`src/rtl/alu_serial.sv`:
```
// Multi-cycle WIDTH-bit ALU that processes SLICE bits per cycle, LSB first, with valid/ready on both sides.
// Define ALU_SERIAL_FLAGS_EN to add the Neg and Ovf outputs.
module alu_serial #(
  parameter int WIDTH = 8,
  parameter int SLICE = 1
) (
  input  logic             clk,
  input  logic             rst,
  input  logic             in_valid,
  output logic             in_ready,
  input  logic [WIDTH-1:0] A,
  input  logic [WIDTH-1:0] B,
  input  logic             Cin,
  input  logic [2:0]       Op,
  output logic             out_valid,
  input  logic             out_ready,
  output logic [WIDTH-1:0] Result,
  output logic             Cout,
  output logic             Zero
`ifdef ALU_SERIAL_FLAGS_EN
  ,
  output logic             Neg,
  output logic             Ovf
`endif
);

  localparam int N  = WIDTH / SLICE;
  localparam int CW = (N > 1) ? $clog2(N) : 1;
  localparam int IW = (WIDTH > 1) ? $clog2(WIDTH) : 1;

  generate
    if (WIDTH % SLICE != 0) begin : g_bad_slice
      $error("alu_serial: WIDTH (%0d) must be a multiple of SLICE (%0d)", WIDTH, SLICE);
    end
  endgenerate

  typedef enum logic [1:0] {
    S_IDLE,
    S_RUN,
    S_FIN,
    S_DONE
  } state_e;

  typedef enum logic [2:0] {
    OP_AND   = 3'b000,
    OP_OR    = 3'b001,
    OP_XOR   = 3'b010,
    OP_ADD   = 3'b011,
    OP_SUB   = 3'b100,
    OP_NOTA  = 3'b101,
    OP_PASSA = 3'b110,
    OP_PASSB = 3'b111
  } op_e;

  state_e           state, state_nxt;
  op_e              op_q;
  logic [WIDTH-1:0] a_q, b_q, result_q;
  logic             carry_q;
  logic [CW-1:0]    cnt_q;
  logic             cout_q, zero_q;
  logic             arith;
  logic             last_slice;
  logic [IW-1:0]    base;
  logic [SLICE-1:0] a_s, b_s, b_eff, res_s;
  logic [SLICE:0]   sum_s;

  // State register
  always_ff @(posedge clk) begin
    if (rst) state <= S_IDLE;
    else     state <= state_nxt;
  end

  assign last_slice = (cnt_q == CW'(N - 1));

  // Next-state logic
  always_comb begin
    state_nxt = state;
    case (state)
      S_IDLE: if (in_valid)   state_nxt = S_RUN;
      S_RUN:  if (last_slice) state_nxt = S_FIN;
      S_FIN:                  state_nxt = S_DONE;
      S_DONE: if (out_ready)  state_nxt = S_IDLE;
      default:                state_nxt = S_IDLE;
    endcase
  end

  // Handshake outputs
  always_comb begin
    in_ready  = 1'b0;
    out_valid = 1'b0;
    case (state)
      S_IDLE:  in_ready  = 1'b1;
      S_DONE:  out_valid = 1'b1;
      default: ;
    endcase
  end

  // One slice of the datapath, selected by the slice counter
  always_comb begin
    arith = (op_q == OP_ADD) || (op_q == OP_SUB);
    base  = IW'(cnt_q) * IW'(SLICE);
    a_s   = a_q[base +: SLICE];
    b_s   = b_q[base +: SLICE];
    b_eff = (op_q == OP_SUB) ? ~b_s : b_s;
    sum_s = {1'b0, a_s} + {1'b0, b_eff} + {{SLICE{1'b0}}, carry_q};
    res_s = '0;
    case (op_q)
      OP_AND:   res_s = a_s & b_s;
      OP_OR:    res_s = a_s | b_s;
      OP_XOR:   res_s = a_s ^ b_s;
      OP_ADD,
      OP_SUB:   res_s = sum_s[SLICE-1:0];
      OP_NOTA:  res_s = ~a_s;
      OP_PASSA: res_s = a_s;
      OP_PASSB: res_s = b_s;
      default:  res_s = '0;
    endcase
  end

`ifdef ALU_SERIAL_FLAGS_EN
  logic neg_q, ovf_q;
  logic b_msb_eff;

  // Carry into the MSB is recovered from the MSB sum bit, so no per-bit carry tracking is needed
  assign b_msb_eff = (op_q == OP_SUB) ? ~b_q[WIDTH-1] : b_q[WIDTH-1];

  always_ff @(posedge clk) begin
    if (rst) begin
      neg_q <= 1'b0;
      ovf_q <= 1'b0;
    end else if (state == S_IDLE && in_valid) begin
      neg_q <= 1'b0;
      ovf_q <= 1'b0;
    end else if (state == S_FIN) begin
      neg_q <= result_q[WIDTH-1];
      ovf_q <= arith & (a_q[WIDTH-1] ^ b_msb_eff ^ result_q[WIDTH-1] ^ carry_q);
    end
  end

  assign Neg = neg_q;
  assign Ovf = ovf_q;
`endif

  // Operand capture, slice write-back and flag finalisation
  always_ff @(posedge clk) begin
    if (rst) begin
      a_q      <= '0;
      b_q      <= '0;
      op_q     <= OP_AND;
      carry_q  <= 1'b0;
      cnt_q    <= '0;
      result_q <= '0;
      cout_q   <= 1'b0;
      zero_q   <= 1'b0;
    end else begin
      case (state)
        S_IDLE: begin
          if (in_valid) begin
            a_q      <= A;
            b_q      <= B;
            op_q     <= op_e'(Op);
            carry_q  <= Cin;
            cnt_q    <= '0;
            result_q <= '0;
            cout_q   <= 1'b0;
            zero_q   <= 1'b0;
          end
        end
        S_RUN: begin
          result_q[base +: SLICE] <= res_s;
          if (arith) carry_q <= sum_s[SLICE];
          cnt_q <= cnt_q + CW'(1);
        end
        S_FIN: begin
          cout_q <= arith & carry_q;
          zero_q <= (result_q == '0);
        end
        default: ;
      endcase
    end
  end

  assign Result = result_q;
  assign Cout   = cout_q;
  assign Zero   = zero_q;

endmodule

```
`config.mk`:
```
export PLATFORM = sky130hd
export DESIGN_NAME = alu_serial
export DESIGN_NICKNAME = d
export VERILOG_FILES = /design/src/rtl/alu_serial.sv
export SDC_FILE = /design/constraint.sdc
export NUM_CORES = 1
export LEC_CHECK = 0
export CAP_MARGIN = 20
export CORE_MARGIN = 5
export CORE_UTILIZATION = 40
export CTS_BUF_LIST = sky130_fd_sc_hd__clkbuf_4 sky130_fd_sc_hd__clkbuf_8
export DETAILED_ROUTE_END_ITERATION = 10
export GPL_TIMING_DRIVEN = 0
export SKIP_LAST_GASP = 1
export SYNTH_ARGS = -nofsm -noshare
export SYNTH_HDL_FRONTEND = slang
export SYNTH_SLANG_ARGS = --single-unit
```
`constraint.sdc`:
```
create_clock -name clk -period 3.3 [get_ports clk]
set_input_delay 0.33 -clock clk [delete_from_list [all_inputs] [get_ports clk]]
set_output_delay 0.33 -clock clk [all_outputs]
set_load 0.05 [all_outputs]
```
==> metrics.csv <==
stage,metric,value,unit
status,status,completed,
yosys,yosys.area.top_type,dfxtp_1,
die,dieWidth,79.6,um
grt,grt_pass1_wl,7040,um
worst_setup_path,crit_fanout,10,
timing,hold_viol,0,
cts,clock_latency,0.28,ns
yosys,syn-num-nets,269,
yosys,synth_edf_count,0,
timing,fin_crit,3.14,ns
yosys,async_flop_share,0,%
final_layout,layout_common_cells,"nand2_1, dfxtp_1, clkdlybuf4s50_1",
route,post_drt_wl_per_cell,12.9,um
final_layout,antenna_cells,0,
timing,fin_skew,0.00362,ns
yosys,seq_area_frac_synth,36.1,%
final_layout,fillers,491,
worst_setup_path,cp-end-kind,flop,
die,fp-row-count,25,
placement,placed_cells,333,
final_layout,drive_gt1_share,8.03,%
placement,place_congestion,0.789,
route,drtIter0Drc,98,
die,start_util,41.1,%
final_layout,finalInstanceArea,0.00251,mm2
yosys,yosys_warnings,0,
grt,grt_overflow,0,
yosys,syn_area_per_cell,8.40,um2
die,core_area,0.00472,mm2
worst_setup_path,critical_path_class,flop to flop,
final_layout,syn_to_final_growth,29.4,%
grt,grt_pass1_vias,1463,
route,wirelength,4390,um
grt,antenna_found_initial,0,
worst_setup_path,crit_path_start_kind,flop,
route,drc,0,
timing,slew_headroom,57.3,%
timing,fmax,318,MHz
power,vdd_ir_drop_max,433,uV
cts,cts_hold_buf,0,
timing,rsz0062_at_grt,no,
cts,cts_max_level,2,
timing,setup_viol,0,
cts,post-cts-setup-buffers,0,
worst_setup_path,worstPathArrival,3.33,ns
cts,cts_tree,built,
cts,cts_inserted_buffers,5,
final_layout,layout_commonest_cell,nand2_1,
cts,cts_sinks,35,
route,viasPerCell,4.99,
worst_setup_path,rrSetupSlack,0.16,ns
yosys,synth_area,0.00194,mm2
route,ant_nets,0,
grt,grt_usage,13.9,%
placement,hpwl,3410,um
final_layout,nets,311,
die,io_pins,36,
final_layout,fin_cells,341,
route,drt_first_pass_iters,4,
die,chipHeight,79.6,um
die,fp.dieArea,0.00634,mm2
final_layout,post-route-util,53.1,%
yosys,yosys_most_used_dff,dfxtp_1,
cts,ctsResizeCount,0,
power,power_density,725,mW/mm2
yosys,ys_seq_elements,35,
timing,setup_tns,0,ns
placement,placed_area,0.00237,mm2
cts,clk_path_buf_depth,2,
yosys,synth_cells,231,
placement,port_buffers,35,
timing,tightest_slew,0.622,ns
cts,cts.clk_slew.worst_paths,0.07,ns
worst_setup_path,required,3.49,ns
cts,cts_root_buf,clkbuf_8,
power,p_leak,0.924,nW
yosys,yosysTopAreaCellShare,36.1,%
timing,period_share,95.2,%
grt,grt_max_degree,13,
route,vias,1703,
yosys,synth_top_cells_by_area,"dfxtp_1, nand2_1, ha_1, a21oi_1, mux2i_1",
yosys,yosysUniqueCellTypes,41,
flow_run,maxCapViolations,0,
power,power,0.00182,W
worst_hold_path,hold_path.class,flop to flop,
timing,drv_slew,0,
==> routing by layer <==
| layer | routed length [um] | vias to the layer above | track usage, % |
|---|---|---|---|
| li1 | - | 893 | - |
| met1 | 2160 | 775 | 19.9 |
| met2 | 1980 | 33 | 21.0 |
| met3 | 223 | 2 | 2.93 |
| met4 | 36 | 0 | 3.61 |
| met5 | 0 | - | 0 |
==> state kept, by name (all words and copies together), names as in the netlist <==
signal,count
Zero,1
cnt_q,3
carry_q,1
op_q,3
Result,8
a_q,8
Cout,1
b_q,8
state,2
==> through the flow <==
step / setup slack (ns) / hold slack [ns]
floorplan: 0.551 / 0.436
global placement: 0.186 / 0.441
detailed placement: 0.178 / 0.448
CTS: 0.155 / 0.458
global route: 0.0314 / 0.473
finish: 0.159 / 0.455
==> where the power goes <==
group	internal [W]	switching, W
combinational	0.000308	0.000500
sequential	0.000496	0.0000575
clock	0.000301	0.000158
==> worst paths after layout <==
path,start,to,depth (start not counted)
min,b_q[1],b_q[1],2
min reg2reg,b_q[1],b_q[1],2
max,cnt_q[1],Result[3],10
max reg2reg,cnt_q[1],Result[3],10
==> kinds of logic (layout without fill, tap and decap cells) <==
kind of cell,after synthesis,in the layout,share of synthesized area [%]
AOI/OAI and AO/OA,54,54,19.0
xor gates and xnor gates,1,1,0.452
adders and majority gates,14,14,9.42
buffers and inverters,28,71,5.81
DFF,35,35,36.1
muxes,13,13,8.00
and+or+nand+nor,86,86,21.2
==> Yosys cell counts, drive strengths merged, types with 6 or more instances <==
master and number:
mux2i 11, ha 13, clkbuf 11, o31ai 7
nor2 13, dfxtp 35, inv 16, nand3 6
a21oi 25, nand2 45
==> critical path, stage by stage (launching register included) <==
cell and delay (ns):
dfxtp_1 0.51, buf_6 0.22, mux2i_1 0.10, mux4_2 0.56, xor2_1 0.20, fa_1 0.53, nand2_1 0.06, a21boi_0 0.20
o31a_1 0.21, nand4_4 0.18, o31ai_1 0.28
==> final cells by class <==
cell class | instances | area [um2] | share of cell area (%)
plain buffers | 12 | 52.6 | 2.09
clock buffers | 5 | 68.8 | 2.74
clock inverters | 3 | 67.6 | 2.69
inverters | 16 | 60.1 | 2.39
multi-input cells | 168 | 1130 | 44.9
flip-flops and latches | 35 | 701 | 27.9
well taps | 67 | 83.8 | 3.34
repair buffers | 35 | 350 | 14.0
Power figures use the tool's default switching activity.
